**src/rtl/eth_fcs_appender.sv**
```systemverilog
// Ethernet II FCS appender: pads short frames to MIN_LEN and appends the reflected CRC-32 FCS.
// Padding is built only when ETH_FCS_PAD_EN is defined; otherwise every frame just gets its FCS.
module eth_fcs_appender #(
  parameter int MIN_LEN = 60,
  parameter int CNT_W   = 16
) (
  input  logic        clk,
  input  logic        reset,
  input  logic [31:0] in_tdata_i,
  input  logic [3:0]  in_tkeep_i,
  input  logic        in_tvld_i,
  input  logic        in_tlast_i,
  output logic        in_trdy_o,
  output logic [31:0] out_tdata_o,
  output logic [3:0]  out_tkeep_o,
  output logic        out_tvld_o,
  output logic        out_tlast_o,
  input  logic        out_rdy_i
);

  // state    | meaning
  // DATA     | frame words pass through to the output register
  // PAD      | emitting zero words until MIN_LEN bytes are out
  // FCS_TAIL | emitting the remaining 1..4 FCS bytes with tlast
`ifdef ETH_FCS_PAD_EN
  typedef enum logic [1:0] {DATA, PAD, FCS_TAIL} state_t;
`else
  typedef enum logic [1:0] {DATA, FCS_TAIL} state_t;
`endif

  localparam logic [31:0] CRC_INIT = 32'hFFFF_FFFF;

  function automatic logic [31:0] crc_byte(input logic [31:0] c, input logic [7:0] b);
    logic [31:0] r;
    r = c ^ {24'h0, b};
    for (int i = 0; i < 8; i++) r = r[0] ? ((r >> 1) ^ 32'hEDB8_8320) : (r >> 1);
    return r;
  endfunction

  function automatic logic [31:0] crc_word(input logic [31:0] c, input logic [31:0] d,
                                           input logic [3:0] keep);
    logic [31:0] r;
    r = c;
    for (int l = 0; l < 4; l++) if (keep[l]) r = crc_byte(r, d[8*l +: 8]);
    return r;
  endfunction

  state_t      state_q, state_d;
  logic [31:0] crc_q, crc_d;
  logic [31:0] fcs_q, fcs_d;
  logic [2:0]  pend_q, pend_d;
  logic        run_q;
  logic        out_adv, in_acc, ld, ld_last;
  logic [31:0] ld_data, data_m, crc_data, fcs_data;
  logic [3:0]  ld_keep, pend_keep;
  logic [2:0]  k;

`ifdef ETH_FCS_PAD_EN
  localparam logic [CNT_W-1:0] MIN_LEN_C = CNT_W'(MIN_LEN);
  logic [CNT_W-1:0] cnt_q, cnt_d, cnt_next, cnt_plus4;
  logic [CNT_W:0]   cnt_sum;
  logic [31:0]      crc_pad, crc_zero;
  logic             short_frame, pad_done;
`endif

  assign out_adv   = !out_tvld_o || out_rdy_i;
  assign in_trdy_o = run_q && (state_q == DATA) && out_adv;
  assign in_acc    = in_tvld_i && in_trdy_o;

  always_comb begin
    k = 3'(in_tkeep_i[0]) + 3'(in_tkeep_i[1]) + 3'(in_tkeep_i[2]) + 3'(in_tkeep_i[3]);
    for (int l = 0; l < 4; l++) data_m[8*l +: 8] = in_tkeep_i[l] ? in_tdata_i[8*l +: 8] : 8'h00;
    crc_data = crc_word(crc_q, in_tdata_i, in_tkeep_i);
    fcs_data = ~crc_data;
    case (pend_q)
      3'd1:    pend_keep = 4'b0001;
      3'd2:    pend_keep = 4'b0011;
      3'd3:    pend_keep = 4'b0111;
      default: pend_keep = 4'b1111;
    endcase
  end

`ifdef ETH_FCS_PAD_EN
  always_comb begin
    cnt_sum     = {1'b0, cnt_q} + (CNT_W+1)'(k);
    cnt_next    = cnt_sum[CNT_W] ? '1 : cnt_sum[CNT_W-1:0];
    cnt_plus4   = cnt_q + CNT_W'(4);
    short_frame = cnt_next < MIN_LEN_C;
    pad_done    = cnt_plus4 >= MIN_LEN_C;
    crc_pad     = crc_word(crc_q, data_m, 4'hF);
    crc_zero    = crc_word(crc_q, 32'h0, 4'hF);
  end
`endif

  always_comb begin
    state_d = state_q;
    crc_d   = crc_q;
    fcs_d   = fcs_q;
    pend_d  = pend_q;
    ld      = 1'b0;
    ld_data = 32'h0;
    ld_keep = 4'h0;
    ld_last = 1'b0;
`ifdef ETH_FCS_PAD_EN
    cnt_d   = cnt_q;
`endif
    case (state_q)
      DATA: if (in_acc) begin
        ld = 1'b1;
        if (!in_tlast_i) begin
          ld_data = in_tdata_i;
          ld_keep = in_tkeep_i;
          crc_d   = crc_data;
`ifdef ETH_FCS_PAD_EN
          cnt_d   = cnt_next;
        end else if (short_frame) begin
          // Unused lanes of the last word become the first pad bytes.
          ld_data = data_m;
          ld_keep = 4'hF;
          if (pad_done) begin
            state_d = FCS_TAIL;
            fcs_d   = ~crc_pad;
            pend_d  = 3'd4;
            crc_d   = CRC_INIT;
            cnt_d   = '0;
          end else begin
            state_d = PAD;
            crc_d   = crc_pad;
            cnt_d   = cnt_plus4;
          end
`endif
        end else begin
          // FCS fills lanes k..3; the rest (k bytes, all 4 when k=4) goes in the tail word.
          ld_data = data_m | (fcs_data << {k, 3'b000});
          ld_keep = 4'hF;
          fcs_d   = fcs_data >> {3'd4 - k, 3'b000};
          pend_d  = k;
          state_d = FCS_TAIL;
          crc_d   = CRC_INIT;
`ifdef ETH_FCS_PAD_EN
          cnt_d   = '0;
`endif
        end
      end
`ifdef ETH_FCS_PAD_EN
      PAD: if (out_adv) begin
        ld      = 1'b1;
        ld_keep = 4'hF;
        crc_d   = crc_zero;
        cnt_d   = cnt_plus4;
        if (pad_done) begin
          state_d = FCS_TAIL;
          fcs_d   = ~crc_zero;
          pend_d  = 3'd4;
          crc_d   = CRC_INIT;
          cnt_d   = '0;
        end
      end
`endif
      FCS_TAIL: if (out_adv) begin
        ld      = 1'b1;
        ld_data = fcs_q;
        ld_keep = pend_keep;
        ld_last = 1'b1;
        state_d = DATA;
      end
      default: state_d = DATA;
    endcase
  end

  always_ff @(posedge clk) begin
    if (reset) begin
      run_q       <= 1'b0;
      state_q     <= DATA;
      crc_q       <= CRC_INIT;
      fcs_q       <= 32'h0;
      pend_q      <= 3'd0;
      out_tvld_o  <= 1'b0;
      out_tlast_o <= 1'b0;
      out_tkeep_o <= 4'h0;
      out_tdata_o <= 32'h0;
`ifdef ETH_FCS_PAD_EN
      cnt_q       <= '0;
`endif
    end else begin
      run_q   <= 1'b1;
      state_q <= state_d;
      crc_q   <= crc_d;
      fcs_q   <= fcs_d;
      pend_q  <= pend_d;
`ifdef ETH_FCS_PAD_EN
      cnt_q   <= cnt_d;
`endif
      if (ld) begin
        out_tvld_o  <= 1'b1;
        out_tdata_o <= ld_data;
        out_tkeep_o <= ld_keep;
        out_tlast_o <= ld_last;
      end else if (out_rdy_i) begin
        out_tvld_o  <= 1'b0;
      end
    end
  end

endmodule

```
**config.mk**
```make
export PLATFORM = sky130hd
export DESIGN_NAME = eth_fcs_appender
export DESIGN_NICKNAME = d
export VERILOG_FILES = /design/src/rtl/eth_fcs_appender.sv
export SDC_FILE = /design/constraint.sdc
export NUM_CORES = 1
export LEC_CHECK = 0
export CELL_PAD_IN_SITES_DETAIL_PLACEMENT = 0
export CELL_PAD_IN_SITES_GLOBAL_PLACEMENT = 1
export CORE_MARGIN = 2
export CORE_UTILIZATION = 30
export CTS_BUF_LIST = sky130_fd_sc_hd__clkbuf_8
export DETAILED_ROUTE_END_ITERATION = 7
export DONT_BUFFER_PORTS = 1
export HOLD_SLACK_MARGIN = 0.02
export MAX_ROUTING_LAYER = met4
export PLACE_DENSITY = 0.57
export SYNTH_ARGS = -nofsm -noshare
export SYNTH_HDL_FRONTEND = slang
export SYNTH_SLANG_ARGS = --single-unit
```
**constraint.sdc**
```tcl
create_clock -name clk -period 6.35 [get_ports clk]
set_clock_uncertainty 0.1 [all_clocks]
set_input_delay 0.9525 -clock clk [delete_from_list [all_inputs] [get_ports clk]]
set_output_delay 0.9525 -clock clk [all_outputs]
set_load 0.02 [all_outputs]
```
==> metrics.yaml <==
end_kind: "flop"
wl_met3_mm: 3.38
min_path_type: "reg2reg"
slew_headroom: 0.360
top_layer: "met4"
drc_errors: 0
synthMuxAreaShare: 0.0812
grt_pass1_vias: 9857
outcome: "complete, no violations"
clock-sinks: 107
place_inst: 1794
die-area_sq_mm: 0.0385
crit_family: "XOR/XNOR gates"
cp_cell_sequence: "xnor3_1, xnor3_1, mux2_2, nand2_1, xor3_1, xnor3_1, mux2i_4, xnor2_4, xnor3_1, mux2i_4, xor2_4, buf_4, xnor2_1, xor3_1, a211oi_1, or3_1, a41oi_1"
start_util: 0.303
yosys.area_share.adder: 0.00520
wl_met1_mm: 22.1
cts_tree: "yes"
finalCritPeriodShare: 0.972
rsz0062_at_grt: "false"
drtIter0Drc: 1119
insertion_delay_ns: 0.42
finalWirelength_mm: 50.2
netlist_area_sq_mm: 0.0111
area_delta_synth_final_pct: 13.1
syn_inst: 1285
antenna_left: 0
synth_compound_area_frac: 0.212
ys_ff_latch: 107
chipWidth_microns: 196
io_buffers: 0
dp_hpwl_mm: 39.3
synth_xor_area_frac: 0.307
cp_data_required_time_ns: 6.54
cts.repair.resized: 0
yosysSeqAreaShare: 0.193
slowest_stage: "a211oi_1"
synth_top_family_by_area: "XOR/XNOR gates"
synth-edff-count: 0
async_reset_ff_frac: 0
ios: 80
synth.avg_cell_area_sq_um: 8.62
fin_cells: 1811
final_layout_size_suffix_gt1_frac: 0.150
critPathKind: "reg2reg"
detail_route.wl_per_cell_microns: 27.7
finalNetCount: 1382
antenna_found_initial: 3
dr_wl_met2_mm: 23.0
grt_overflow: 0
maxCapViolCount: 0
critPathMaxFanout: 8
path_buf_inv: 1
synthSimpleGateAreaFrac: 0.166
final_util: 0.343
cts_made_buffers: 9
worst_pin_slew_ns: 0.958
setup_viol: 0
gp_congestion: 0.984
h-tree-depth: 3
track_usage: 0.266
fin_crit_ns: 6.17
coreArea_sq_mm: 0.0365
synth_nets: 1330
viasPerCell: 5.69
hold_violations: 0
synth-main-ff-cell: "dfxtp_1"
via_count: 10300
crit_top_cell: "xnor3_1"
clockBufferDepth: 2
yosysUniqueCellTypes: 91
row_count: 70
tns_ns: 0
fmax_mhz: 162
worstPathArrival_ns: 6.36
postCtsSetupRepairBufs: 0
dr.pass1.iters: 7
grt_pass1_wl_mm: 71.3
die_h_microns: 196
grt_max_degree: 64
root_buffer: "clkbuf_8"
cpPeakStageDelay_ns: 0.68
cp-start-kind: "flop"
hold_buffers: 0
clk_pin_slew_ns: 0.12
maxSlewViolCount: 0
yosysWarningCount: 0
-- layout by cell type, fill, tap and decap left out, drive strengths merged, types with 9 or more instances in the layout --
master,netlist,routed
nand2,171,171
xnor2,146,146
buf,23,127
dfxtp,107,107
nor2,107,107
a21oi,81,81
mux2i,67,67
o21ai,57,57
xnor3,49,49
xor2,46,46
o211ai,32,32
xor3,20,20
nand3,20,20
nor3b,16,16
a22oi,16,16
a211oi,16,16
a31oi,16,16
nor3,15,15
mux2,14,14
a22o,13,13
a222oi,12,12
nand2b,11,11
or3,11,11
and2,11,11
a21o,10,10
clkbuf,63,10
inv,8,10
a32oi,9,9
-- final timing paths --
kind,from,endpoint,slack [ns],cells past startpoint
worst min register to register,fcs_q[25]$_SDFFE_PP0P_,fcs_q[25]$_SDFFE_PP0P_,0.37,2
worst max-delay path,crc_q[5]$_SDFFE_PP1P_,out_tdata_o[30]$_SDFFE_PP0P_,0.18,17
worst max register to register,crc_q[5]$_SDFFE_PP1P_,out_tdata_o[30]$_SDFFE_PP0P_,0.18,17
worst min-delay path,fcs_q[25]$_SDFFE_PP0P_,fcs_q[25]$_SDFFE_PP0P_,0.37,2
-- cells by family after synthesis --
logic type      Yosys count
fa+ha+maj                 4
simple gates            397
flops                   107
buf+inv                  98
compound gates          336
xor+xnor                261
mux                      82
-- Yosys cell counts (16+ instances only) --
cell,instances,share of area
o211ai_1,32,0.022
mux2i_1,62,0.056
dfxtp_1,107,0.19
xor3_1,20,0.043
a21oi_1,81,0.037
nand2_1,170,0.058
xnor3_1,49,0.10
clkbuf_1,63,0.021
xor2_1,42,0.033
a22oi_1,16,0.011
o21ai_0,54,0.024
nor3b_1,16,0.011
xnor2_1,137,0.11
nor2_1,107,0.036
nand3_1,20,0.0090
-- layer usage --
layer | up-vias | GRT usage
met5 | - | -
met4 | 0 | 0.0828
met3 | 76 | 0.0413
met2 | 393 | 0.422
met1 | 5093 | 0.348
li1 | 4750 | -
-- flip-flops by register name, indices dropped and copies added, names as in the netlist --
register / cells
state_q: 1
run_q: 1
crc_q: 32
pend_q: 3
out_tdata_o: 32
out_tvld_o: 1
out_tkeep_o: 4
fcs_q: 32
out_tlast_o: 1
-- worst reg2reg max path, cell delays in order (launching register included) --
cell and delay (ns):
dfxtp_1 0.52, xnor3_1 0.46, xnor3_1 0.30, mux2_2 0.38, nand2_1 0.09, xor3_1 0.48, xnor3_1 0.41, mux2i_4 0.30
xnor2_4 0.24, xnor3_1 0.43, mux2i_4 0.23, xor2_4 0.28, buf_4 0.23, xnor2_1 0.19, xor3_1 0.40, a211oi_1 0.68
or3_1 0.23, a41oi_1 0.10
-- final cells by class --
| class | count | area [sq um] |
|---|---|---|
| clock inverters | 6 | 57.6 |
| clock buffers | 10 | 138 |
| diodes | 1 | 2.50 |
| fillers | 3803 | 24000 |
| flip-flops and latches | 107 | 2140 |
| repair buffers | 127 | 978 |
| multi-input cells | 1080 | 8580 |
| well taps | 468 | 586 |
| inverters | 12 | 45.0 |
-- stage by stage --
| stage | setup WS, ns | instance area (sq um) | hold WS, ns |
|---|---|---|---|
| 6_report | 0.181 | 12500 | 0.370 |
| 5_1_grt | 0.0219 | 12500 | 0.386 |
| 4_1_cts | 0.302 | 12500 | 0.366 |
| 3_5_place_dp | -0.0389 | 12300 | 0.345 |
| 3_3_place_gp | -0.0245 | 12300 | 0.338 |
| 2_1_floorplan | 0.106 | 11100 | 0.322 |
Power is left out: the tool's default activity adds up to more than one toggle a clock period on the data nets, which glitch-free logic cannot reach.
